**config.mk**
```make
export PLATFORM = sky130hd
export DESIGN_NAME = instr_encoder
export DESIGN_NICKNAME = d
export VERILOG_FILES = /design/src/rtl/dlx_pkg.sv /design/src/rtl/instr_fifo.sv /design/src/rtl/instr_encoder.sv
export SDC_FILE = /design/constraint.sdc
export NUM_CORES = 1
export LEC_CHECK = 0
export ABC_CLOCK_PERIOD_IN_PS = 3300
export CAP_MARGIN = 20
export CORE_MARGIN = 1
export CORE_UTILIZATION = 30
export CTS_CLUSTER_DIAMETER = 200
export CTS_CLUSTER_SIZE = 25
export DETAILED_ROUTE_END_ITERATION = 7
export PLACE_DENSITY = 0.54
export SKIP_LAST_GASP = 1
export SLEW_MARGIN = 30
export SYNTH_ARGS = -nofsm -noshare
export SYNTH_HDL_FRONTEND = slang
export SYNTH_SLANG_ARGS = --single-unit
```
**constraint.sdc**
```tcl
create_clock -name clk -period 3.3 [get_ports clk]
set_clock_uncertainty 0.1 [all_clocks]
set_input_delay 0.825 -clock clk [delete_from_list [all_inputs] [get_ports clk]]
set_output_delay 0.825 -clock clk [all_outputs]
set_load 0.005 [all_outputs]
```
**src/rtl/dlx_pkg.sv**
```systemverilog
// dlx_pkg: DLX opcode/func constants, instruction format and encoder FSM enums
// Shared by instr_encoder and control_logic.
package dlx_pkg;
  localparam logic [5:0] ALU_OP = 6'h00;
  localparam logic [5:0] FPU_OP = 6'h01;
  localparam logic [5:0] J      = 6'h02;
  localparam logic [5:0] JAL    = 6'h03;
  localparam logic [5:0] BEQZ   = 6'h04;
  localparam logic [5:0] BNEZ   = 6'h05;
  localparam logic [5:0] ADDI   = 6'h08;
  localparam logic [5:0] SUBI   = 6'h0a;
  localparam logic [5:0] ANDI   = 6'h0c;
  localparam logic [5:0] ORI    = 6'h0d;
  localparam logic [5:0] LW     = 6'h23;
  localparam logic [5:0] SW     = 6'h2b;
  localparam logic [5:0] F_ADD  = 6'h20;
  localparam logic [5:0] F_SUB  = 6'h22;
  localparam logic [5:0] F_AND  = 6'h24;
  localparam logic [5:0] F_OR   = 6'h25;
  localparam logic [5:0] F_SLT  = 6'h2a;
  typedef enum logic [1:0] {FMT_R, FMT_I, FMT_J, FMT_INV} fmt_e;
  typedef enum logic [1:0] {S_IDLE, S_LOAD, S_DRAIN, S_DONE} state_e;
endpackage

```
**src/rtl/instr_fifo.sv**
```systemverilog
// instr_fifo: DEPTH x W synchronous FIFO holding encoded words
// push/wdata write side, pop/rdata read side (rdata is the head, 0 when empty),
// full/empty/count status; count is registered so status changes a cycle after the event.
module instr_fifo #(
  parameter int DEPTH = 4,
  parameter int W = 32
) (
  input  logic                     clk,
  input  logic                     rst_n,
  input  logic                     push,
  input  logic                     pop,
  input  logic [W-1:0]             wdata,
  output logic [W-1:0]             rdata,
  output logic                     full,
  output logic                     empty,
  output logic [$clog2(DEPTH):0]   count
);
  localparam int AW = $clog2(DEPTH);
  logic [W-1:0] mem [DEPTH];
  logic [AW-1:0] wp, rp;
  always_ff @(posedge clk or negedge rst_n)
    if (!rst_n) begin
      wp <= '0;
      rp <= '0;
      count <= '0;
    end else begin
      if (push) wp <= wp + 1'b1;
      if (pop) rp <= rp + 1'b1;
      count <= count + (AW+1)'(push) - (AW+1)'(pop);
    end
  always_ff @(posedge clk)
    if (push) mem[wp] <= wdata;
  assign empty = count == '0;
  assign full = count == (AW+1)'(DEPTH);
  assign rdata = empty ? '0 : mem[rp];
endmodule

```
**src/rtl/instr_encoder.sv**
```systemverilog
// instr_encoder: packs decoded DLX fields into R/I/J words and streams them into instruction memory
// Host side: start/start_addr open a session, in_* valid/ready bundle stream, in_last ends it.
// Memory side: imem_wr_en/imem_ready handshake with imem_addr/imem_wdata (bit 0 = MSB).
// Status: word_count, busy, done pulse, err_invalid pulse, err_sticky.
module instr_encoder
  import dlx_pkg::*;
#(
  parameter int DEPTH = 4,
  parameter int ADDR_W = 32,
  parameter int CNT_W = 16
) (
  input  logic              clk,
  input  logic              rst_n,
  input  logic              start,
  input  logic [ADDR_W-1:0] start_addr,
  input  logic              in_valid,
  output logic              in_ready,
  input  logic [1:0]        in_fmt,
  input  logic [0:5]        in_opcode,
  input  logic [0:4]        in_rs1,
  input  logic [0:4]        in_rs2,
  input  logic [0:4]        in_rd,
  input  logic [0:5]        in_func,
  input  logic [0:25]       in_imm,
  input  logic              in_last,
  output logic              imem_wr_en,
  input  logic              imem_ready,
  output logic [ADDR_W-1:0] imem_addr,
  output logic [0:31]       imem_wdata,
  output logic [CNT_W-1:0]  word_count,
  output logic              busy,
  output logic              done,
  output logic              err_invalid,
  output logic              err_sticky
);
  localparam int CW = $clog2(DEPTH) + 1;
  state_e state, nxt;
  fmt_e fmt;
  logic hs, bad, push, wr, go, full, empty;
  logic [CW-1:0] fifo_count;
  logic [31:0] enc, head;
  assign fmt = fmt_e'(in_fmt);
  assign hs = in_valid && in_ready;
  assign bad = fmt == FMT_INV || (fmt == FMT_R && in_opcode != ALU_OP && in_opcode != FPU_OP);
  assign push = hs && !bad && !full;
  assign wr = imem_wr_en && imem_ready;
  assign go = state == S_IDLE && start;
  assign in_ready = state == S_LOAD && fifo_count < CW'(DEPTH);
  assign imem_wr_en = !empty && (state == S_LOAD || state == S_DRAIN);
  assign imem_wdata = head;
  assign busy = state != S_IDLE;
  assign done = state == S_DONE;
  always_comb
    enc = fmt == FMT_R ? {in_opcode, in_rs1, in_rs2, in_rd, 5'b0, in_func}
        : fmt == FMT_I ? {in_opcode, in_rs1, in_rd, in_imm[10:25]}
        : {in_opcode, in_imm};
  instr_fifo #(.DEPTH(DEPTH), .W(32)) u_fifo (
    .clk(clk),
    .rst_n(rst_n),
    .push(push),
    .pop(wr),
    .wdata(enc),
    .rdata(head),
    .full(full),
    .empty(empty),
    .count(fifo_count)
  );
  always_comb begin
    nxt = state;
    case (state)
      S_IDLE:  nxt = start ? S_LOAD : S_IDLE;
      S_LOAD:  nxt = (hs && in_last) ? S_DRAIN : S_LOAD;
      S_DRAIN: nxt = empty ? S_DONE : S_DRAIN;
      default: nxt = S_IDLE;
    endcase
  end
  always_ff @(posedge clk or negedge rst_n)
    if (!rst_n) begin
      state <= S_IDLE;
      imem_addr <= '0;
      word_count <= '0;
      err_invalid <= 1'b0;
      err_sticky <= 1'b0;
    end else begin
      state <= nxt;
      err_invalid <= hs && bad;
      err_sticky <= !go && (err_sticky || (hs && bad));
      if (go) begin
        imem_addr <= start_addr;
        word_count <= '0;
      end else if (wr) begin
        imem_addr <= imem_addr + ADDR_W'(4);
        word_count <= word_count + 1'b1;
      end
    end
endmodule

```
==> impl_summary.log <==
INFO  metric outcome = finished clean
INFO  metric crit_arrival = 2.25 ns
INFO  metric post-layout-total-power = 8.81 mW
INFO  metric tightestPinTransition = around 0.7 ns
INFO  metric post-synth-top-area-fraction = between 40 and 50%
INFO  metric critical_path.reg2reg.startpoint = state[0]
INFO  metric postRouteWirelength = 21200 um
INFO  metric place.detailed.instances = about 1.2k
INFO  metric floorplan.core_area = around 0.028 mm^2
INFO  metric die_area = between 0.02 and 0.03 mm^2
INFO  metric worst_ir_drop_vdd = 0.354 mV
INFO  metric synth_enable_flop_cells = about 130
INFO  metric post-dp-hpwl = approximately 15000 um
INFO  metric synth_top_flop_cell = sky130_fd_sc_hd__edfxtp_1
INFO  metric first_pass_iters = 5
INFO  metric worst-r2r-setup-slack = ~0.68 ns
INFO  metric chipWidth = roughly 170 um
INFO  metric vias_per_cell = 4.84
INFO  metric max_slew_margin = between 50% and 60%
INFO  metric endpoint_kind = output port
INFO  metric synth_largest_area_cell = sky130_fd_sc_hd__edfxtp_1
INFO  metric drc = 0
INFO  metric initialDrtViolationCount = 470
INFO  metric cp_max_fo = 15
INFO  metric antenna_cells = 0
INFO  metric netlist_top_cells_area = sky130_fd_sc_hd__edfxtp_1 (45%), sky130_fd_sc_hd__dfrtp_1 (17%), sky130_fd_sc_hd__mux4_2 (8.4%), sky130_fd_sc_hd__nor2b_1 (2.9%), sky130_fd_sc_hd__mux2_2 (2.2%)
INFO  metric period_minus_slack = between 3 and 4 ns
INFO  metric cts.path.max_buffers = 2
INFO  metric synthCells = between 600 and 700
INFO  metric timing.hold.worst.class = input port to async pin
INFO  metric yosysUniqueCellTypes = 48
INFO  metric grt_remaining_overflow = 0
INFO  metric postSynthAreaPerCell = 13.8 um^2
INFO  metric synth-seq-area-share = between 60% and 70%
INFO  metric clk_pin_slew = about 0.08 ns
INFO  metric tritoncts = built
INFO  metric crit_type = register to output port
INFO  metric power_density = 758 mW/mm^2
INFO  metric ys_seq_elements = 187
INFO  metric yosys_warnings = 0
INFO  metric max_freq = about 0.31 GHz
INFO  metric final_layout_size_suffix_gt1_share = about 15%
INFO  metric setup_viol_count_final = 0
INFO  metric critical_path_required = 2.37 ns
INFO  metric worst-r2r-cell-count = 11
INFO  metric globalplace.congestion = between 0.7 and 0.8
INFO  metric grt_antenna_before_repair = 0
INFO  metric final_cells = about 1.2k
INFO  metric setup_repair_after_global_routing_missed_its_margin = no
INFO  metric async_reset_ff_share = 31.6%
INFO  metric number_of_global_route_vias_before_repair = 5687
INFO  metric start_util = between 30% and 40%
INFO  metric post_synth_instance_area = approximately 0.0085 mm^2
INFO  metric timing_hold_violations_final = 0
INFO  metric fin_nets = 916
INFO  metric largest_net_degree_at_the_start_of_global_routing = between 40 and 50
INFO  metric synthToLayoutAreaGrowth = 36.1%
INFO  metric antenna_violating_nets_post_route = 0
INFO  metric floorplan.io_pins = 179
INFO  metric first_pass_grt_wire_length = ~33000 um
INFO  metric cts_sinks = approximately 190
INFO  metric setup_slack = 0.123 ns
INFO  metric die_y = around 170 um
INFO  metric worstSkewPairLatency = between 0.4 and 0.5 ns
INFO  metric port-buffer-count = approximately 180
INFO  metric worst_r2r_endpoint = u_fifo.count[2]
INFO  metric max_cap_viol_count = 0
INFO  metric routed-via-count = 5807
INFO  metric pre_cts_slack = -0.206 ns
INFO  metric finalMaxSlewViolations = 0
INFO  metric fin_util = a little over two fifths
INFO  metric htree_levels = 4
INFO  metric critPathLaunchType = register
INFO  metric routedWlPerCell = between 15 and 20 um
INFO  metric clock-root-buffer = sky130_fd_sc_hd__clkbuf_16
INFO  metric period_share = a little over nine tenths
INFO  metric cts-buffers-inserted = 17
INFO  metric num_rows = 61
INFO  metric leakage = 4.06 nW
INFO  metric syn-num-nets = between 700 and 800
INFO  metric groute.usage.overall = between 10% and 20%
INFO  metric final.setup.tns = 0 ns
Yosys cell counts, types with 3 or more instances:
master,number
sky130_fd_sc_hd__or3_1,14
sky130_fd_sc_hd__and2_1,8
sky130_fd_sc_hd__xor2_1,6
sky130_fd_sc_hd__o21ai_0,29
sky130_fd_sc_hd__mux2_2,17
sky130_fd_sc_hd__nand3_1,16
sky130_fd_sc_hd__a221oi_1,3
sky130_fd_sc_hd__nor2b_1,40
sky130_fd_sc_hd__nand2_1,43
sky130_fd_sc_hd__nor2_1,27
sky130_fd_sc_hd__dfrtp_1,59
sky130_fd_sc_hd__nor3_1,4
sky130_fd_sc_hd__ha_1,13
sky130_fd_sc_hd__clkbuf_1,27
sky130_fd_sc_hd__and4_1,3
sky130_fd_sc_hd__mux4_2,32
sky130_fd_sc_hd__edfxtp_1,128
sky130_fd_sc_hd__inv_1,18
sky130_fd_sc_hd__nor4_1,3
sky130_fd_sc_hd__mux2i_1,6
sky130_fd_sc_hd__a21oi_1,11
sky130_fd_sc_hd__a31oi_1,17
sky130_fd_sc_hd__xnor2_1,16
sky130_fd_sc_hd__or4_1,18
sky130_fd_sc_hd__nand4_1,15
sky130_fd_sc_hd__buf_2,6
sky130_fd_sc_hd__o31ai_1,9
cell type report:
| class | instances | area (um^2) |
|---|---|---|
| Fill cell | 2660 | 16300 |
| Sequential cell | 187 | 5320 |
| Multi-Input combinational cell | 376 | 3010 |
| Timing Repair Buffer | 209 | 2130 |
| Tap cell | 378 | 473 |
| Clock buffer | 17 | 425 |
| Clock inverter | 15 | 198 |
| Inverter | 18 | 67.6 |
through the flow:
step	area (um^2)	hold slack (ns)
2_1_floorplan	8540	0.370
3_3_place_gp	11000	0.361
3_5_place_dp	11000	0.366
4_1_cts	11600	0.184
5_1_grt	11600	0.184
6_report	11600	0.197
how the worst max path moves through the flow:
stage / slack, ns / depth (start not counted) / startpoint / endpoint
6_report: 0.12 / 4 / u_fifo.rp[0] / imem_wdata[15]
5_1_grt: 0.02 / 4 / u_fifo.rp[0] / imem_wdata[19]
4_1_cts: 0.0003 / 4 / u_fifo.rp[0] / imem_wdata[15]
3_5_place_dp: -0.21 / 9 / in_opcode[2] / u_fifo.count[2]
3_3_place_gp: -0.1 / 9 / in_opcode[2] / u_fifo.count[2]
2_1_floorplan: 0.12 / 5 / in_opcode[2] / u_fifo.mem[0][0]
per-layer routing:
metal | global-route usage [%] | part of all wire, %
met5 | 0 | 0
met4 | 3.64 | 0.81
met3 | 4.37 | 7.5
met2 | 23.3 | 45
met1 | 20.7 | 47
where the power goes:
| group | internal [mW] | leakage [nW] | switching (mW) |
|---|---|---|---|
| sequential | 2.87 | 1.86 | 0.392 |
| clock | 1.06 | 0.299 | 1.08 |
| combinational | 1.94 | 1.90 | 1.47 |
| total | 5.87 | 4.06 | 2.94 |
sequential cells by signal, summed over array words and instances (netlist names):
name / count
err_invalid: 1
err_sticky: 1
imem_addr: 32
state: 2
u_fifo.count: 3
u_fifo.mem: 128
u_fifo.rp: 2
u_fifo.wp: 2
word_count: 16
cells by family (layout without fill, tap and decap cells):
logic type | count (synthesis) | after routing | synth area share, %
buffers and inverters | 55 | 259 | 2.69
XOR/XNOR | 22 | 22 | 2.26
flip-flops | 187 | 187 | 62.3
AO/OA/AOI/OAI | 82 | 82 | 5.96
adder cells (fa/ha/maj) | 14 | 14 | 2.14
AND/OR/NAND/NOR | 203 | 203 | 13.3
multiplexers | 55 | 55 | 11.4
critical path: stages, from the launching register on:
cell and delay, ns:
sky130_fd_sc_hd__dfrtp_2 0.42, sky130_fd_sc_hd__buf_6 0.25, sky130_fd_sc_hd__mux4_2 0.52, sky130_fd_sc_hd__nor2b_1 0.18, sky130_fd_sc_hd__clkdlybuf4s50_1 0.47
cell usage in the layout (no fill, tap or decap), types with 4 or more instances in the layout:
cell                                n
sky130_fd_sc_hd__clkdlybuf4s50_1  177
sky130_fd_sc_hd__edfxtp_1         128
sky130_fd_sc_hd__dfrtp_1           57
sky130_fd_sc_hd__nand2_1           43
sky130_fd_sc_hd__nor2b_1           40
sky130_fd_sc_hd__mux4_2            32
sky130_fd_sc_hd__o21ai_0           29
sky130_fd_sc_hd__nor2_1            26
sky130_fd_sc_hd__buf_4             21
sky130_fd_sc_hd__inv_1             18
sky130_fd_sc_hd__or4_1             18
sky130_fd_sc_hd__mux2_2            17
sky130_fd_sc_hd__a31oi_1           17
sky130_fd_sc_hd__clkbuf_16         17
sky130_fd_sc_hd__xnor2_1           16
sky130_fd_sc_hd__nand3_1           16
sky130_fd_sc_hd__nand4_1           15
sky130_fd_sc_hd__or3_1             14
sky130_fd_sc_hd__ha_1              13
sky130_fd_sc_hd__a21oi_1           11
sky130_fd_sc_hd__o31ai_1            9
sky130_fd_sc_hd__buf_12             9
sky130_fd_sc_hd__mux2i_1            6
sky130_fd_sc_hd__xor2_1             6
sky130_fd_sc_hd__inv_12             5
sky130_fd_sc_hd__and2_1             4
sky130_fd_sc_hd__and2_2             4
repair_timing:
| item | 4_1_cts | 5_1_grt |
|---|---|---|
| setup endpoints to repair | 0 | 14 |
| hold buffers | 0 | 0 |
| gates resized for setup | 0 | 1 |
| setup buffers | 0 | 0 |
(Power assumes the default switching activity.)
